`src/rtl/pipelined_multiplier_pkg.sv`:
```
// Shared types and sizing helpers for the multiplier result path.
// Default configuration: 16-bit operands, 4-deep multiplier, 8-entry result queue.
package pipelined_multiplier_pkg;

    localparam int PKG_DATA_WIDTH     = 16;
    localparam int PKG_PIPELINE_DEPTH = 4;
    localparam int PKG_FIFO_DEPTH     = 8;
    localparam int MUL_LATENCY        = PKG_PIPELINE_DEPTH - 1;

    typedef logic [2*PKG_DATA_WIDTH-1:0] product_t;

    // Width needed to hold a count from 0 to depth inclusive.
    function automatic int count_width(input int depth);
        return $clog2(depth + 1);
    endfunction

endpackage

```
`src/rtl/result_sync_fifo.sv`:
```
// Synchronous FWFT result store; head visible the cycle after the push edge.
// Push into a full queue is dropped unless a pop frees the slot in the same cycle; pop on empty is ignored.
module result_sync_fifo #(
    parameter int WIDTH = 32,
    parameter int DEPTH = 8,
    parameter int CNT_W = $clog2(DEPTH + 1)
) (
    input  logic             clk_i,
    input  logic             rst_n_i,
    input  logic             push,
    input  logic [WIDTH-1:0] push_dat,
    input  logic             pop,
    output logic [WIDTH-1:0] head_dat,
    output logic             full,
    output logic             empty,
    output logic [CNT_W-1:0] count
);

    localparam int PTR_W = $clog2(DEPTH);

    logic [WIDTH-1:0] mem [DEPTH];
    logic [PTR_W-1:0] wr_ptr;
    logic [PTR_W-1:0] rd_ptr;
    logic             do_push;
    logic             do_pop;

    assign full     = (count == CNT_W'(DEPTH));
    assign empty    = (count == '0);
    assign do_pop   = pop && !empty;
    assign do_push  = push && (!full || do_pop);
    assign head_dat = empty ? '0 : mem[rd_ptr];

    // Storage needs no reset: the count alone decides what is valid.
    always_ff @(posedge clk_i) begin
        if (do_push) begin
            mem[wr_ptr] <= push_dat;
        end
    end

    always_ff @(posedge clk_i or negedge rst_n_i) begin
        if (!rst_n_i) begin
            wr_ptr <= '0;
            rd_ptr <= '0;
            count  <= '0;
        end else begin
            if (do_push) wr_ptr <= wr_ptr + PTR_W'(1);
            if (do_pop)  rd_ptr <= rd_ptr + PTR_W'(1);
            case ({do_push, do_pop})
                2'b10:   count <= count + CNT_W'(1);
                2'b01:   count <= count - CNT_W'(1);
                default: count <= count;
            endcase
        end
    end

endmodule

```
`src/rtl/pipelined_multiplier_result_queue.sv`:
```
// Credit-managed result queue behind a non-stallable multiplier, with per-op sign correction.
// Push-to-visible 1 cycle (issue-to-visible PIPELINE_DEPTH); credits withheld once every slot is reserved.
module pipelined_multiplier_result_queue
    import pipelined_multiplier_pkg::*;
#(
    parameter int DATA_WIDTH     = PKG_DATA_WIDTH,
    parameter int PIPELINE_DEPTH = PKG_PIPELINE_DEPTH,
    parameter int FIFO_DEPTH     = PKG_FIFO_DEPTH
) (
    input  logic                            clk_i,
    input  logic                            rst_n_i,
    input  logic                            clk_en_i,
    input  logic                            issue_valid_i,
    input  logic                            issue_negate_i,
    output logic                            issue_ready_o,
    input  logic [2*DATA_WIDTH-1:0]         product_i,
    input  logic                            product_valid_i,
    output logic [2*DATA_WIDTH-1:0]         result_o,
    output logic                            result_valid_o,
    input  logic                            result_ready_i,
    output logic [$clog2(FIFO_DEPTH+1)-1:0] fifo_count_o,
    output logic [$clog2(FIFO_DEPTH+1)-1:0] in_flight_o,
    output logic                            overflow_o
);

    localparam int PW      = 2 * DATA_WIDTH;
    localparam int TAG_LEN = PIPELINE_DEPTH - 1;
    localparam int CNT_W   = count_width(FIFO_DEPTH);

    logic               ready_en;
    logic               accept;
    logic               push_req;
    logic               pop;
    logic               fifo_full;
    logic               fifo_empty;
    logic               tag_out;
    logic [TAG_LEN-1:0] tag_line;
    logic [CNT_W-1:0]   fifo_count;
    logic [CNT_W-1:0]   in_flight;
    logic [CNT_W:0]     credit_used;
    logic [PW-1:0]      push_dat;

    assign credit_used    = {1'b0, fifo_count} + {1'b0, in_flight};
    assign issue_ready_o  = ready_en && (credit_used < (CNT_W+1)'(FIFO_DEPTH));
    assign accept         = issue_valid_i && issue_ready_o && clk_en_i;
    assign push_req       = product_valid_i && clk_en_i;
    assign result_valid_o = !fifo_empty;
    assign pop            = result_valid_o && result_ready_i;
    assign tag_out        = tag_line[TAG_LEN-1];
    assign push_dat       = tag_out ? (~product_i + PW'(1)) : product_i;
    assign fifo_count_o   = fifo_count;
    assign in_flight_o    = in_flight;

    // Holds credits off for the first cycle after reset release.
    always_ff @(posedge clk_i or negedge rst_n_i) begin
        if (!rst_n_i) ready_en <= 1'b0;
        else          ready_en <= 1'b1;
    end

    // Saturate at zero so a stray push (upstream ignoring credits) cannot wrap the count.
    always_ff @(posedge clk_i or negedge rst_n_i) begin
        if (!rst_n_i) begin
            in_flight <= '0;
        end else begin
            case ({accept, push_req && (in_flight != '0)})
                2'b10:   in_flight <= in_flight + CNT_W'(1);
                2'b01:   in_flight <= in_flight - CNT_W'(1);
                default: in_flight <= in_flight;
            endcase
        end
    end

    // Negate flag travels in lockstep with the multiplier's valid bit.
    always_ff @(posedge clk_i or negedge rst_n_i) begin
        if (!rst_n_i) begin
            tag_line <= '0;
        end else if (clk_en_i) begin
            tag_line[0] <= accept && issue_negate_i;
            for (int i = 1; i < TAG_LEN; i++) begin
                tag_line[i] <= tag_line[i-1];
            end
        end
    end

    always_ff @(posedge clk_i or negedge rst_n_i) begin
        if (!rst_n_i) begin
            overflow_o <= 1'b0;
        end else if (push_req && fifo_full && !pop) begin
            overflow_o <= 1'b1;
        end
    end

    result_sync_fifo #(
        .WIDTH (PW),
        .DEPTH (FIFO_DEPTH),
        .CNT_W (CNT_W)
    ) u_fifo (
        .clk_i    (clk_i),
        .rst_n_i  (rst_n_i),
        .push     (push_req),
        .push_dat (push_dat),
        .pop      (pop),
        .head_dat (result_o),
        .full     (fifo_full),
        .empty    (fifo_empty),
        .count    (fifo_count)
    );

endmodule
```
`config.mk`:
```
export PLATFORM = sky130hd
export DESIGN_NAME = pipelined_multiplier_result_queue
export DESIGN_NICKNAME = d
export VERILOG_FILES = /design/src/rtl/pipelined_multiplier_pkg.sv /design/src/rtl/result_sync_fifo.sv /design/src/rtl/pipelined_multiplier_result_queue.sv
export SDC_FILE = /design/constraint.sdc
export NUM_CORES = 1
export LEC_CHECK = 0
export ABC_AREA = 1
export CAP_MARGIN = 20
export CORE_MARGIN = 2
export CORE_UTILIZATION = 55
export CTS_BUF_LIST = sky130_fd_sc_hd__clkbuf_8
export CTS_CLUSTER_SIZE = 14
export DETAILED_ROUTE_END_ITERATION = 8
export GPL_ROUTABILITY_DRIVEN = 0
export PLACE_DENSITY = 0.72
export SLEW_MARGIN = 20
export SYNTH_ARGS = -nofsm -noshare
export SYNTH_HDL_FRONTEND = slang
export SYNTH_SLANG_ARGS = --single-unit
```
`constraint.sdc`:
```
create_clock -name clk_i -period 7.53 [get_ports clk_i]
set_input_delay 2.259 -clock clk_i [delete_from_list [all_inputs] [get_ports clk_i]]
set_output_delay 2.259 -clock clk_i [all_outputs]
set_load 0.01 [all_outputs]
```
==> results of run 1 <==
[cell usage after synthesis (2+ instances only)]
master,number,share of area
clkbuf_2,4,0.0016
nor3_1,3,0.0012
nor2_1,253,0.078
inv_1,43,0.013
clkbuf_1,20,0.0062
xor2_1,19,0.014
nand3_1,24,0.0099
buf_2,17,0.0070
fa_1,2,0.0033
o21ai_1,14,0.0058
o22ai_1,33,0.017
o21bai_1,2,0.0012
buf_4,5,0.0031
nand4_1,7,0.0036
ha_1,11,0.011
a21oi_1,11,0.0045
mux2i_1,32,0.026
xnor2_1,7,0.0050
nand2_1,113,0.035
dfrtp_1,19,0.039
buf_12,3,0.0049
o21ai_0,164,0.068
nor2_2,3,0.0015
nand3b_1,2,0.0012
buf_6,2,0.0019
nand2_2,2,0.0010
edfxtp_1,256,0.63
[power breakdown]
part	leakage (nW)	total [mW]	internal, mW	switching (mW)
Sequential	2.54	2.07	1.87	0.199
Clock	0.465	1.11	0.569	0.542
Combinational	2.03	1.83	0.779	1.05
Total	5.04	5.01	3.22	1.79
[sequential cells by signal, summed over array words and instances (netlist names)]
signal and cells:
tag_line 3, ready_en 1, overflow_o 1, u_fifo.rd_ptr 3
in_flight_o 4, u_fifo.wr_ptr 3, u_fifo.count 4, u_fifo.mem 256
[cell families (layout without fill, tap and decap cells)]
kind of cell,after synthesis,after routing,synth area share
buf+inv,96,214,0.0386
other cells,1,1,0.000309
fa+ha+maj,13,13,0.0146
simple gates,410,410,0.134
mux,32,32,0.0264
flops,275,275,0.672
xor+xnor,26,26,0.0187
compound gates,224,224,0.0960
[layer usage]
layer  wire length [um]  part of all wire
met2              13200              0.47
met1              12000              0.43
met4                651             0.023
met5                  0                 0
met3               2190             0.078
[worst register-to-register path, cell delays in order (launching register included)]
cell	delay, ns
dfrtp_1	0.46
nor2_1	0.21
nand3_2	0.78
nand3_1	0.53
inv_1	0.15
ha_1	0.34
nand2_1	0.08
nand2_1	0.04
nor2_1	0.13
inv_1	0.05
nand2_1	0.08
nand3_1	0.07
nand2_1	0.07
nand2_1	0.04
[layout make-up]
class                      instances  share of cell area
sequential                       275               0.585
multi-input combinational        706               0.257
timing repair buffer              95              0.0670
clock buffer                      47              0.0463
tap                              280              0.0251
inverter                          44              0.0118
clock inverter                    28             0.00771
[final timing paths]
| check | from | endpoint | cells after the start |
|---|---|---|---|
| worst max register to register | u_fifo.count[1] | u_fifo.count[3] | 13 |
| worst min register to register | overflow_o | overflow_o | 1 |
| max in group asynchronous | rst_n_i | u_fifo.rd_ptr[0] | 1 |
| worst min-delay path | overflow_o | overflow_o | 1 |
| min in group asynchronous | rst_n_i | tag_line[0] | 1 |
| worst max-delay path | u_fifo.rd_ptr[0] | result_o[26] | 8 |
==> results.toml, run 1 <==
[cts]
numClockSinks = 275
cts_resized = 0
cts_tree = "done"
root_buffer = "clkbuf_8"
clock_path_buffers = 3
cts_setup_buffers = 0
htree_levels = 2
postCtsHoldBufs = 0
numCtsBuffers = 44
clk_pin_slew_ns = 0.06
worstSkewPairLatency_ns = 0.54

[place]
hpwlAfterDp_mm = 16.0
port_buffers = 81
placed_area_um2 = 13200
dp_cells = 1399
post-place-ws_ns = 2.13

[routing]
wire_per_inst_um = 19.0
antenna_left = 0
detail_route.first_pass.iterations = 7
via_per_inst = 5.61
drc = 0
via_count = 8276
first_iter_violations = 769
drt_wl_total_mm = 28.0

[setup_path]
crit_fanout = 66
critPathMaxStageDelay_ns = 0.95
path_class = "flip-flop to output pin"
worstSetupStartpointType = "flip-flop"
required_ns = 5.27
cp.arrival_ns = 3.71
cpMaxStageDelayCell = "dfrtp_4"
path_cells = "buf_4, nor2_1, nor2_1, o21ai_0, o21ai_0, o21ai_0, nor2_1, clkdlybuf4s50_1"
crit_family = "buffers and inverters"
rrSetupSlack_ns = 4.39
worstSetupEndpointType = "output pin"
crit_buf_inv = 2

[power_and_ir_drop]
finalPower_mw = 5.01
ir_drop_v = 0.000217
p_leak_nw = 5.04
power_density_nw_per_um2 = 359

[synthesis]
ys_types = 33
synth.ff_latch_count = 275
avgSynthCellArea_um2 = 11.3
netlist_area_um2 = 12200
async_reset_ff_frac = 0.0691
seq_area_frac_synth = 0.672
ys.flop_type = "edfxtp_1"
synth_warnings = 0
syn_inst = 1077
synth_nets = 1129
synth_edf_count = 256

[global_route]
grt_busiest_layer = "met2"
track_usage = 0.237
grt.met3_usage = 0.0429
grt_pass1_vias = 7839
grt_overflow = 0
grt_first_pass_wirelength_mm = 43.1
grt_use_met1 = 0.338
antenna_found_initial = 0
grt_max_degree = 92
met2_usage = 0.378

[layout]
multi_input_area_um2 = 3580
nFillCells = 1629
mostFrequentLayoutCells = "edfxtp_1 (256), nor2_1 (245), o21ai_0 (163)"
final_common_cell = "edfxtp_1"
area_delta_synth_final_pct = 14.8
register_area_um2 = 8170
final_nets = 1218
finish.utilization = 0.642
instances_no_fill = 1475
design_area_um2 = 14000
drive_gt1_frac = 0.0686
diodes = 0

[sta]
worst_slew_margin_rel = 0.324
finalSetupViolCount = 0
worst_slack_ns = 1.56
hold_viol = 0
fmax_mhz = 167
period_share = 0.793
worst_pin_slew_ns = 1.00
timing.hold.ws_ns = 0.487
period_minus_slack_ns = 5.97
maxSlewViolCount = 0
rsz0062_at_grt = "false"
fin_tns_setup_ns = 0
skew_ns = 0.0206

[hold_path]
hp-class = "flip-flop to flip-flop"

[die]
fp.dieH_um = 153
rows = 54
ioPinCount = 82
fp.coreArea_um2 = 21800
start_util = 0.559
die_w_um = 153
dieArea_um2 = 23300

[run_status]
status = "completed"

[job]
drv_cap = 0
(Power assumes the default switching activity.)
==> run 2, diff against run 1 <==
Settings changed: PLACE_DENSITY 0.72 to 0.75.
Clock period 7.53 ns to 5 ns, I/O delays scaled along.
==> run 2 against run 1 <==
Net effect:
- routed wire length decreased by 1.6%
- cell count grew 0.68%
- sequential cell count unchanged
- final area up 0.84%
- via count grew 0.87%
- combinational power is 55% higher
- critical endpoint is now result_o[28]
- highest routed layer unchanged
==> results.toml, run 2 (synthesized netlist as in run 1, its figures left out) <==
[run_status]
status = "completed"

[die]
rows = 54
fp.dieH_um = 153
die_w_um = 153
ioPinCount = 82
fp.coreArea_um2 = 21800
start_util = 0.559
dieArea_um2 = 23300

[routing]
drt_wl_total_mm = 27.5
via_per_inst = 5.62
wire_per_inst_um = 18.5
via_count = 8348
drc = 0
antenna_left = 0
detail_route.first_pass.iterations = 7
first_iter_violations = 707

[sta]
fmax_mhz = 213
worst_slew_margin_rel = 0.243
worst_slack_ns = 0.310
skew_ns = 0.0198
maxSlewViolCount = 0
hold_viol = 0
fin_tns_setup_ns = 0
period_share = 0.938
rsz0062_at_grt = "false"
worst_pin_slew_ns = 1.12
finalSetupViolCount = 0
period_minus_slack_ns = 4.69

[cts]
postCtsHoldBufs = 0
root_buffer = "clkbuf_8"
numCtsBuffers = 44
cts_setup_buffers = 0
clk_pin_slew_ns = 0.06
cts_tree = "done"
worstSkewPairLatency_ns = 0.54
numClockSinks = 275
cts_resized = 0
htree_levels = 2
clock_path_buffers = 3

[layout]
largest-register = "u_fifo.mem"
area_delta_synth_final_pct = 15.8
nFillCells = 1689
final_nets = 1227
final_common_cell = "edfxtp_1"
register_area_um2 = 8170
largest_reg_flops = 256
mostFrequentLayoutCells = "edfxtp_1 (256), nor2_1 (245), o21ai_0 (164)"
multi_input_area_um2 = 3580
drive_gt1_frac = 0.0797
diodes = 0
design_area_um2 = 14100

[power_and_ir_drop]
power_frac_seq = 0.404
combPwrFrac = 0.370
switching_share = 0.356
internal_power_mw = 4.91
clkPwrFrac = 0.226
power_density_nw_per_um2 = 542
p_switching_mw = 2.72
p_leak_nw = 5.08
ir_drop_v = 0.000349

[setup_path]
path_common_cell = "o21ai_0"
rrSetupSlack_ns = 2.18
r2r.worst_path.cells = 14
critPathMaxStageDelay_ns = 0.68
worstSetupEndpointType = "output pin"
worstSetupStartpointType = "flip-flop"
crit_fanout = 41
crit_buf_inv = 2
required_ns = 3.50
crit_family = "buffers and inverters"
r2r_start = "u_fifo.count[1]"
regToRegEndpoint = "u_fifo.count[3]"
cpMaxStageDelayCell = "dfrtp_4"
path_class = "flip-flop to output pin"
cp.arrival_ns = 3.19
cp.depth = 6
path_cells = "inv_2, o21ai_0, o21ai_0, o21ai_0, nor2_1, clkdlybuf4s50_1"

[global_route]
grt_max_degree = 90
grt_first_pass_wirelength_mm = 43.6
grt.met3_usage = 0.0356
grt_pass1_vias = 8091
antenna_found_initial = 0
met2_usage = 0.396
grt_busiest_layer = "met2"
grt_use_met1 = 0.327
grt_overflow = 0
track_usage = 0.236

[place]
placed_area_um2 = 13300
hpwlAfterDp_mm = 17.4
port_buffers = 81
post-place-ws_ns = 0.895

[hold_path]
min_path_cells = 1
worstHoldEndpoint = "overflow_o"
min-delay-start = "overflow_o"
hp-class = "flip-flop to flip-flop"

[job]
drv_cap = 0
-- run 2: routing by layer --
metal / up-vias / part of all wire
li1: 3974 / -
met1: 4005 / 0.42
met2: 317 / 0.49
met3: 52 / 0.072
met4: 0 / 0.019
met5: - / 0
-- run 2: power groups by stage --
stage                     clock network [mW]  registers [mW]  logic (mW)
after floorplan                            0            2.96        1.86
after global routing                    1.85            3.11        3.14
after global placement                     0            3.12        2.77
after CTS                               1.74            3.08        2.85
final                                   1.72            3.08        2.83
after detailed placement                   0            3.12        2.82
-- run 2: final cells by class --
class / count / area share
tap: 280 / 0.0249
clock buffer: 49 / 0.0479
multi-input combinational: 706 / 0.255
clock inverter: 27 / 0.00800
sequential: 275 / 0.580
timing repair buffer: 104 / 0.0725
inverter: 44 / 0.0117
-- run 2: worst max-delay path by stage --
stage	end	start	slack (ns)
floorplan	u_fifo.mem[0][0]	product_valid_i	1.20
global placement	u_fifo.mem[0][11]	clk_en_i	0.93
detailed placement	u_fifo.mem[0][11]	clk_en_i	0.90
CTS	result_o[28]	u_fifo.rd_ptr[0]	0.32
global route	result_o[20]	u_fifo.rd_ptr[1]	0.15
finish	result_o[28]	u_fifo.rd_ptr[0]	0.31
-- run 2: stage by stage --
stage | util | total power [mW] | std cells | hold slack (ns)
CTS | 0.647 | 7.67 | 1485 | 0.484
detailed placement | 0.611 | 5.94 | 1409 | 0.467
global route | 0.647 | 8.11 | 1485 | 0.508
floorplan | - | 4.82 | 1077 | 0.453
global placement | 0.611 | 5.88 | 1409 | 0.471
finish | 0.647 | 7.63 | 1485 | 0.484
-- run 2: worst register-to-register path, stage by stage, from the launching register on --
cell,delay [ns]
dfrtp_1,0.46
nor2_1,0.20
nand3_2,0.45
buf_4,0.40
nand3_1,0.19
inv_1,0.11
ha_1,0.33
nand2_1,0.08
nand2_1,0.04
nor2_1,0.13
inv_1,0.05
nand2_1,0.08
nand3_1,0.07
nand2_1,0.06
nand2_1,0.05
